## config.mk

```make
export PLATFORM = sky130hd
export DESIGN_NAME = letc_core_rf_wr_arb_flat
export DESIGN_NICKNAME = d
export VERILOG_FILES = /design/src/rtl/letc_core_rf_wr_arb_pkg.sv /design/src/rtl/letc_core_rf_wr_arb_if.sv /design/src/rtl/letc_core_rf_wr_arb.sv /design/src/flat_wrapper.sv
export SDC_FILE = /design/constraint.sdc
export NUM_CORES = 1
export LEC_CHECK = 0
export BUFFER_PORTS_ARGS = -buffer_cell sky130_fd_sc_hd__clkbuf_2
export CORE_ASPECT_RATIO = 0.8
export CORE_MARGIN = 3
export CORE_UTILIZATION = 40
export CTS_CLUSTER_SIZE = 12
export DETAILED_ROUTE_END_ITERATION = 10
export GPL_TIMING_DRIVEN = 0
export PLACE_DENSITY = 0.84
export SLEW_MARGIN = 10
export SYNTH_ARGS = -nofsm -noshare
export SYNTH_HDL_FRONTEND = slang
export SYNTH_SLANG_ARGS = --single-unit
```

## constraint.sdc

```tcl
create_clock -name clk -period 5.9 [get_ports clk]
set_input_delay 0.885 -clock clk [delete_from_list [all_inputs] [get_ports clk]]
set_output_delay 0.885 -clock clk [all_outputs]
set_load 0.02 [all_outputs]
```

## src/rtl/letc_core_rf_wr_arb_pkg.sv

```systemverilog
// ---------------------------------------------------------------------------
// letc_core_rf_wr_arb_pkg
//
// Shared types for the register-file write-port arbiter slice.
//   reg_idx_t    : architectural integer register index (x0..x31)
//   word_t       : integer register data word
//   rf_wr_req_s  : one pending register-file write {idx, val}
//   is_live_dest : true when a destination actually changes architectural
//                  state (anything except x0)
// ---------------------------------------------------------------------------
package letc_core_rf_wr_arb_pkg;

  localparam int XLEN  = 32;
  localparam int IDX_W = 5;
  localparam int NREGS = 1 << IDX_W;

  typedef logic [IDX_W-1:0] reg_idx_t;
  typedef logic [XLEN-1:0]  word_t;

  typedef struct packed {
    reg_idx_t idx;
    word_t    val;
  } rf_wr_req_s;

  localparam reg_idx_t REG_X0 = '0;

  // x0 is hardwired to zero: writes to it are accepted but never reach the RF.
  function automatic logic is_live_dest(input reg_idx_t idx);
    return idx != REG_X0;
  endfunction

endpackage

```

## src/rtl/letc_core_rf_wr_arb_if.sv

```systemverilog
// ---------------------------------------------------------------------------
// letc_core_rf_wr_arb_if
//
// Bundle of all handshake and data signals around the RF write arbiter.
//   wb0_*  : in-order pipeline writeback (valid/ready/idx/val)
//   wb1_*  : long-latency unit writeback (valid/ready/idx/val)
//   rf_rd_*: single write port towards letc_core_rf (idx/val/we)
//   pend1_*: registered buffer occupancy, consumed by decode hazard logic
//
// Modports:
//   slave  : the arbiter (consumes requests, drives readies / RF / pend)
//   master : the surrounding core (drives requests, observes the rest)
// ---------------------------------------------------------------------------
interface letc_core_rf_wr_arb_if;
  import letc_core_rf_wr_arb_pkg::*;

  logic     wb0_valid;
  logic     wb0_ready;
  reg_idx_t wb0_idx;
  word_t    wb0_val;

  logic     wb1_valid;
  logic     wb1_ready;
  reg_idx_t wb1_idx;
  word_t    wb1_val;

  reg_idx_t rf_rd_idx;
  word_t    rf_rd_val;
  logic     rf_rd_we;

  logic     pend1_valid;
  reg_idx_t pend1_idx;

  modport slave (
    input  wb0_valid, wb0_idx, wb0_val,
    input  wb1_valid, wb1_idx, wb1_val,
    output wb0_ready, wb1_ready,
    output rf_rd_idx, rf_rd_val, rf_rd_we,
    output pend1_valid, pend1_idx
  );

  modport master (
    output wb0_valid, wb0_idx, wb0_val,
    output wb1_valid, wb1_idx, wb1_val,
    input  wb0_ready, wb1_ready,
    input  rf_rd_idx, rf_rd_val, rf_rd_we,
    input  pend1_valid, pend1_idx
  );

endinterface

```

## src/rtl/letc_core_rf_wr_arb.sv

```systemverilog
// ---------------------------------------------------------------------------
// letc_core_rf_wr_arb
//
// Shares the single rd write port of letc_core_rf between:
//   port 0 - in-order pipeline writeback, unbuffered, normally preferred
//   port 1 - long-latency writeback (mul/div/late loads), via a one-entry
//            holding buffer
// A starvation counter lets an occupied buffer pre-empt port 0 after
// STARVE_LIMIT consecutive blocked cycles, costing port 0 one stall cycle.
//
// Parameters:
//   STARVE_LIMIT : blocked cycles before pre-emption, legal 1..15
// Ports:
//   clk  : core clock
//   rst  : synchronous, active-high reset
//   bus  : letc_core_rf_wr_arb_if.slave (both writeback ports, RF write
//          port, pend1_* hazard outputs)
// ---------------------------------------------------------------------------
module letc_core_rf_wr_arb
  import letc_core_rf_wr_arb_pkg::*;
#(
  parameter int STARVE_LIMIT = 4
) (
  input  logic                  clk,
  input  logic                  rst,
  letc_core_rf_wr_arb_if.slave  bus
);

  localparam logic [3:0] LIMIT_C = 4'(STARVE_LIMIT);

  // Holding buffer for port 1 and its wait counter. Only the valid bit and
  // the counter are reset; the payload is qualified by hold_valid.
  logic       hold_valid;
  rf_wr_req_s hold_req;
  logic [3:0] starve_cnt;

  logic preempt;
  logic p0_live;
  logic p0_wr;
  logic hold_drain;
  logic squash;
  logic hold_free;
  logic wb1_store;

  // Grant and handshake decisions, all combinational on current state.
  always_comb begin
    preempt    = hold_valid && (starve_cnt == LIMIT_C);
    p0_live    = bus.wb0_valid && is_live_dest(bus.wb0_idx);

    // Port 0 owns the RF write port unless the buffer is pre-empting.
    p0_wr      = !rst && !preempt && p0_live;

    // The buffer writes whenever port 0 is not writing a live register
    // (this covers pre-emption too, since pre-emption blocks p0_wr).
    hold_drain = !rst && hold_valid && !p0_wr;

    // Port 0 is program-order younger than the buffered result, so a
    // same-register write from port 0 makes the buffered value dead.
    squash     = p0_wr && hold_valid && (bus.wb0_idx == hold_req.idx);

    hold_free  = !hold_valid || hold_drain || squash;

    // x0 results are accepted but never occupy the buffer.
    wb1_store  = !rst && bus.wb1_valid && hold_free && is_live_dest(bus.wb1_idx);
  end

  // Output drive.
  always_comb begin
    bus.wb0_ready   = !rst && !preempt;
    bus.wb1_ready   = !rst && hold_free;

    bus.rf_rd_we    = 1'b0;
    bus.rf_rd_idx   = '0;
    bus.rf_rd_val   = '0;
    if (p0_wr) begin
      bus.rf_rd_we  = 1'b1;
      bus.rf_rd_idx = bus.wb0_idx;
      bus.rf_rd_val = bus.wb0_val;
    end else if (hold_drain) begin
      bus.rf_rd_we  = 1'b1;
      bus.rf_rd_idx = hold_req.idx;
      bus.rf_rd_val = hold_req.val;
    end

    // Registered contents only: a result arriving this cycle is not visible.
    bus.pend1_valid = hold_valid;
    bus.pend1_idx   = hold_valid ? hold_req.idx : '0;
  end

  // Buffer occupancy and starvation counter.
  always_ff @(posedge clk) begin
    if (rst) begin
      hold_valid <= 1'b0;
      starve_cnt <= '0;
    end else if (wb1_store) begin
      hold_valid <= 1'b1;
      starve_cnt <= '0;
    end else if (hold_drain || squash) begin
      hold_valid <= 1'b0;
      starve_cnt <= '0;
    end else if (hold_valid && (starve_cnt != LIMIT_C)) begin
      starve_cnt <= starve_cnt + 4'd1;
    end
  end

  // Buffer payload.
  always_ff @(posedge clk) begin
    if (wb1_store) begin
      hold_req.idx <= bus.wb1_idx;
      hold_req.val <= bus.wb1_val;
    end
  end

endmodule
```

## src/flat_wrapper.sv

```systemverilog
// flat-port wrapper written by rule: the top's interface ports become plain ports
module letc_core_rf_wr_arb_flat import letc_core_rf_wr_arb_pkg::*;
#(
  parameter int STARVE_LIMIT = 4
)
  (clk, rst, bus_wb0_valid, bus_wb0_idx, bus_wb0_val, bus_wb1_valid, bus_wb1_idx, bus_wb1_val, bus_wb0_ready, bus_wb1_ready, bus_rf_rd_idx, bus_rf_rd_val, bus_rf_rd_we, bus_pend1_valid, bus_pend1_idx);
  letc_core_rf_wr_arb_if bus_i ();
  input  logic clk;
  input  logic rst;
  input wire logic [$bits(bus_i.wb0_valid)-1:0] bus_wb0_valid;
  input wire logic [$bits(bus_i.wb0_idx)-1:0] bus_wb0_idx;
  input wire logic [$bits(bus_i.wb0_val)-1:0] bus_wb0_val;
  input wire logic [$bits(bus_i.wb1_valid)-1:0] bus_wb1_valid;
  input wire logic [$bits(bus_i.wb1_idx)-1:0] bus_wb1_idx;
  input wire logic [$bits(bus_i.wb1_val)-1:0] bus_wb1_val;
  output wire logic [$bits(bus_i.wb0_ready)-1:0] bus_wb0_ready;
  output wire logic [$bits(bus_i.wb1_ready)-1:0] bus_wb1_ready;
  output wire logic [$bits(bus_i.rf_rd_idx)-1:0] bus_rf_rd_idx;
  output wire logic [$bits(bus_i.rf_rd_val)-1:0] bus_rf_rd_val;
  output wire logic [$bits(bus_i.rf_rd_we)-1:0] bus_rf_rd_we;
  output wire logic [$bits(bus_i.pend1_valid)-1:0] bus_pend1_valid;
  output wire logic [$bits(bus_i.pend1_idx)-1:0] bus_pend1_idx;
  assign bus_i.wb0_valid = bus_wb0_valid;
  assign bus_i.wb0_idx = bus_wb0_idx;
  assign bus_i.wb0_val = bus_wb0_val;
  assign bus_i.wb1_valid = bus_wb1_valid;
  assign bus_i.wb1_idx = bus_wb1_idx;
  assign bus_i.wb1_val = bus_wb1_val;
  assign bus_wb0_ready = bus_i.wb0_ready;
  assign bus_wb1_ready = bus_i.wb1_ready;
  assign bus_rf_rd_idx = bus_i.rf_rd_idx;
  assign bus_rf_rd_val = bus_i.rf_rd_val;
  assign bus_rf_rd_we = bus_i.rf_rd_we;
  assign bus_pend1_valid = bus_i.pend1_valid;
  assign bus_pend1_idx = bus_i.pend1_idx;
  letc_core_rf_wr_arb #(.STARVE_LIMIT(STARVE_LIMIT)) u_core (.clk(clk), .rst(rst), .bus(bus_i));
endmodule
```

======== Word level (Yosys, flattened, before mapping) ========
Index checks and enable logic that the tools add are counted.
word-level totals
  logic and storage cells ................. 41
  input port bits ......................... 78
  register bits after elaboration ......... 42
cells by class
  muxes and demuxes ....................... 9
  $add $sub $neg .......................... 1
  eq/ne operators ......................... 3
  reduce and logical (&&, ||, !) cells .... 24
operator list
  cell                   number
  $mux W32               2
  $mux W5                3
  $logic_and A1 B1 Y1    13
  $reduce_bool A5 Y1     2
  $eq A5 B5 Y1           1
  $add A4 B1 Y4 const B  1
  $eq A4 B3 Y1 const B   1
  $logic_not A1 Y1       4
  $mux W1                4
  $ne A4 B3 Y1 const B   1
  $logic_or A1 B1 Y1     3
  $reduce_or A3 Y1       1
  $reduce_bool A2 Y1     1

======== Longest topological paths before layout ========
  depth after elaboration ................. 12
  depth in mapped cells ................... 8
  gate-level depth less buffers ........... 6

======== Worst setup path before layout ========
Ideal clock, no wire load.
  kind .................................... input to register
  start point ............................. input port bus_wb0_idx[1]
  end point ............................... register u_core.hold_req[0] (netlist name) (enable)
  setup slack ............................. 872 ps
  cell stages on the path ................. 4
  required time ........................... 5412 ps
  arrival time ............................ 4540 ps
  buffers on the path ..................... 0
  cell sequence ........................... or4_4 -> o21ai_0 -> nor3_1 -> a211oi_1
on the way
  longest elaborated chain between the ends .. 9
ends and longest elaborated chain
  item                                  RTL line                       source
  start, declared                       flat_wrapper.sv:11             input wire logic [$bits(bus_i.wb0_idx)-1:0] bus_wb0_idx;
  $reduce_bool A5 Y1                    letc_core_rf_wr_arb_pkg.sv:29  return idx != REG_X0;
  $logic_and A1 B1 Y1                   letc_core_rf_wr_arb.sv:48      p0_live = bus.wb0_valid && is_live_dest(bus.wb0_idx);
  $logic_and A1 B1 Y1                   letc_core_rf_wr_arb.sv:51      p0_wr = !rst && !preempt && p0_live;
  $logic_not A1 Y1                      letc_core_rf_wr_arb.sv:55      hold_drain = !rst && hold_valid && !p0_wr;
  $logic_and A1 B1 Y1                   letc_core_rf_wr_arb.sv:55
  $logic_or A1 B1 Y1                    letc_core_rf_wr_arb.sv:61      hold_free = !hold_valid || hold_drain || squash;
  $logic_or A1 B1 Y1 (*)                letc_core_rf_wr_arb.sv:61
  $logic_and A1 B1 Y1 (*) (2 in a row)  letc_core_rf_wr_arb.sv:64      wb1_store = !rst && bus.wb1_valid && hold_free && is_live_dest(bus.wb1_idx);
  via u_core.wb1_store                  letc_core_rf_wr_arb.sv:43      logic wb1_store;
  end, declared                         letc_core_rf_wr_arb.sv:34      rf_wr_req_s hold_req;
Mark *: on every way through the listed nets, which the timed path passes. The rest lies on a longest branch.
A chain may end at the register's enable or synchronous reset.

======== Final worst setup path ========
  start point ............................. input port rst
  end point ............................... output port bus_rf_rd_val[23]
on the way
  longest elaborated chain between the ends .. 7
ends and longest elaborated chain
  item                              RTL line                                              source
  start, declared                   flat_wrapper.sv:9                                     input logic rst;
  $logic_not A1 Y1 (*)              letc_core_rf_wr_arb.sv:51, letc_core_rf_wr_arb.sv:55
  $logic_and A1 B1 Y1 (2 in a row)  letc_core_rf_wr_arb.sv:51
  $logic_not A1 Y1                  letc_core_rf_wr_arb.sv:55
  $logic_and A1 B1 Y1               letc_core_rf_wr_arb.sv:55
  $mux W32                          letc_core_rf_wr_arb.sv:79                             end else if (hold_drain) begin
  $mux W32 (*)                      letc_core_rf_wr_arb.sv:75                             if (p0_wr) begin
  end, declared                     flat_wrapper.sv:19                                    output wire logic [$bits(bus_i.rf_rd_val)-1:0] bus_rf_rd_val;
Every way passes the cells marked *; elsewhere a longest branch is shown, timed or not.

==> run_results.csv <==
group,metric,value,unit
power_and_ir_drop,ir_worst_vdd,0.000157,V
clocking,clock-sinks,42,
yosys,yosys.area.top_type,"edfxtp_1",
placed_design,placement.io_buffers,122,
sta,final.min_clock_period,3.40,ns
sta,setup_viol,0,
grt,first_global_vias,1862,
finish,layout_commonest_cell,"clkbuf_2",
sta,slew_violations,0,
sta,finClkSkew,0.00365,ns
die,core-area,5210,sq um
setup_path,worst_path_max_delay_cell,"nor2_1",
finish,layout_common_cells,"clkbuf_2, nand2_1, edfxtp_1, o21ai_2, o21ai_1",
yosys,synth-seq-cells,42,
drt,antenna_left,0,
clocking,clock_latency,0.28,ns
grt,grt_start_max_net_pins,15,
clocking,cts_max_path_buffers,2,
sta,finalHoldViolCount,0,
sta,max_freq,294,MHz
yosys,synthFlopType,"edfxtp_1",
clocking,cts-root-buf,"clkbuf_8",
grt,grt-ovfl-total,0,
power_and_ir_drop,power_density,212,nW/um^2
finish,layout.nets,434,
placed_design,globalplace.congestion,0.890,
yosys,yosysWarnings,0,
yosys,ys_types,35,
sta,finalCritPeriodShare,0.576,
die,std_cell_rows,23,
die,die-area,6540,sq um
die,start_util,0.430,
sta,worst_slew_pin_slew,0.731,ns
placed_design,dp_hpwl,4.53,mm
clocking,cts_tree,"yes",
finish,final_area,3070,sq um
setup_path,path_delay_family,"buffers and inverters",
grt,antenna_found_initial,0,
setup_path,critPathLaunchType,"input port",
die,boundaryPins,124,
finish,n_antenna_cell,0,
setup_path,critical_path.max_stage_delay,0.59,ns
drt,drtIter0Drc,52,
job,cap_violations,0,
sta,grt_setup_unrepaired,"no",
yosys,ys_top_cells_by_area,"edfxtp_1, nand2_1, o21ai_2, dfxtp_1, buf_6",
die,die_h,72.9,um
drt,drcViolationCount,0,
setup_path,path_buf_inv,3,
setup_path,worstSetupPathType,"input port to output pin",
drt,vias,2063,
sta,setup_tns,0,ns
drt,drt-total-wl,5.60,mm
drt,routed_via_density,4.80,
clocking,clk_pin_slew_worst_paths,0.07,ns
placed_design,dpl_cell_area,2990,sq um
finish,fin_util,0.589,
grt,grt_pass1_wl,8.45,mm
setup_path,cpMostUsedCell,"clkbuf_1",
worst_hold_path,hp-class,"register to register",
setup_path,cp_cell_sequence,"clkbuf_1 -> nor2_1 -> clkbuf_1 -> nand2_1 -> o21ai_2 -> clkbuf_2",
drt,drt_first_pass_iters,5,
yosys,async_reset_ff_frac,0,
die,die_w,89.7,um
yosys,syn_area,2240,sq um
yosys,yosysTopAreaCellShare,0.496,
clocking,cts_buffers,5,
yosys,synth-seq-area-share,0.540,
sta,setup_slack,2.50,ns
clocking,cts_setup_buffers,0,
drt,wl_per_cell,13.0,um
clocking,htreeDepth,2,
outcome,run_status,"finished, final reports clean",
sta,slew_headroom,0.511,
yosys,syn_nets,303,
grt,grt_usage,0.170,
finish,drive_gt1_frac,0.465,
placed_design,pre_cts_slack,2.50,ns
setup_path,crit_fanout,10,
yosys,syn_area_per_cell,10.0,sq um
power_and_ir_drop,power.leakage,1.34,nW
setup_path,end_kind,"output pin",
finish,synthToLayoutAreaGrowth,37.0,%
setup_path,cp.required,5.02,ns
clocking,cts_resized,0,
yosys,synthCells,223,
yosys,synth_edf_count,37,
setup_path,cp_data_arrival_time,2.51,ns
clocking,hold_buffers,0,
power_and_ir_drop,power,0.650,mW
power by group:
group	internal [mW]	switching (mW)	leakage, nW
combinational	0.0543	0.0831	0.911
clock	0.0813	0.0897	0.0426
sequential	0.338	0.00444	0.386
total	0.473	0.177	1.34
sequential cells by signal, summed over array words and instances (netlist names):
register,cells
u_core.hold_req,37
u_core.bus.pend1_valid,1
u_core.starve_cnt,4
tightest hold or removal path: stages (launching register included):
cell	delay [ns]
dfxtp_1	0.36
nand4_1	0.09
o31ai_1	0.06
layer usage:
layer  track usage  vias to the layer above  routed length [um]
met2         0.293                       94                2780
met3        0.0395                        2                 466
met4        0.0397                        0                  36
met1         0.217                      924                2320
li1              -                     1043                   -
met5             0                        -                   0
logic make-up (layout without fill, tap and decap cells):
| family | count (synthesis) | after routing | synth area share |
|---|---|---|---|
| xor+xnor | 6 | 6 | 0.0235 |
| fa+ha+maj | 2 | 2 | 0.0112 |
| mux | 1 | 1 | 0.00502 |
| simple gates | 100 | 100 | 0.195 |
| flops | 42 | 42 | 0.540 |
| compound gates | 54 | 54 | 0.171 |
| buf+inv | 18 | 150 | 0.0536 |
final cells by class:
type / count / area [sq um]
plain buffers: 14 / 105
clock buffers: 6 / 72.6
clock inverters: 2 / 8.76
fillers: 460 / 2140
inverters: 4 / 15.0
multi-input cells: 163 / 922
flip-flops and latches: 42 / 1210
well taps: 75 / 93.8
repair buffers: 124 / 641
metrics by stage:
stage | hold slack (ns) | instances
global placement | 0.529 | 420
finish | 0.554 | 430
global route | 0.603 | 430
CTS | 0.557 | 430
floorplan | 0.496 | 223
detailed placement | 0.545 | 422
worst paths after layout:
path                                      startpoint                    to  slack (ns)  cells after the start
worst max-delay path                             rst     bus_rf_rd_val[23]        2.50                      6
worst min-delay path            u_core.starve_cnt[2]  u_core.starve_cnt[2]        0.55                      2
worst max register to register  u_core.starve_cnt[0]   u_core.hold_req[15]        3.43                      7
worst min register to register  u_core.starve_cnt[2]  u_core.starve_cnt[2]        0.55                      2
Yosys cell counts, types with 4 or more instances:
cell and number:
buf_6 7, nor2_1 4, nand2_1 75, and2_1 5
o21ai_1 15, o21ai_2 23, clkbuf_1 7, dfxtp_1 5
o21ai_0 4, edfxtp_1 37
Note: power is estimated with default switching activity, not from simulation.
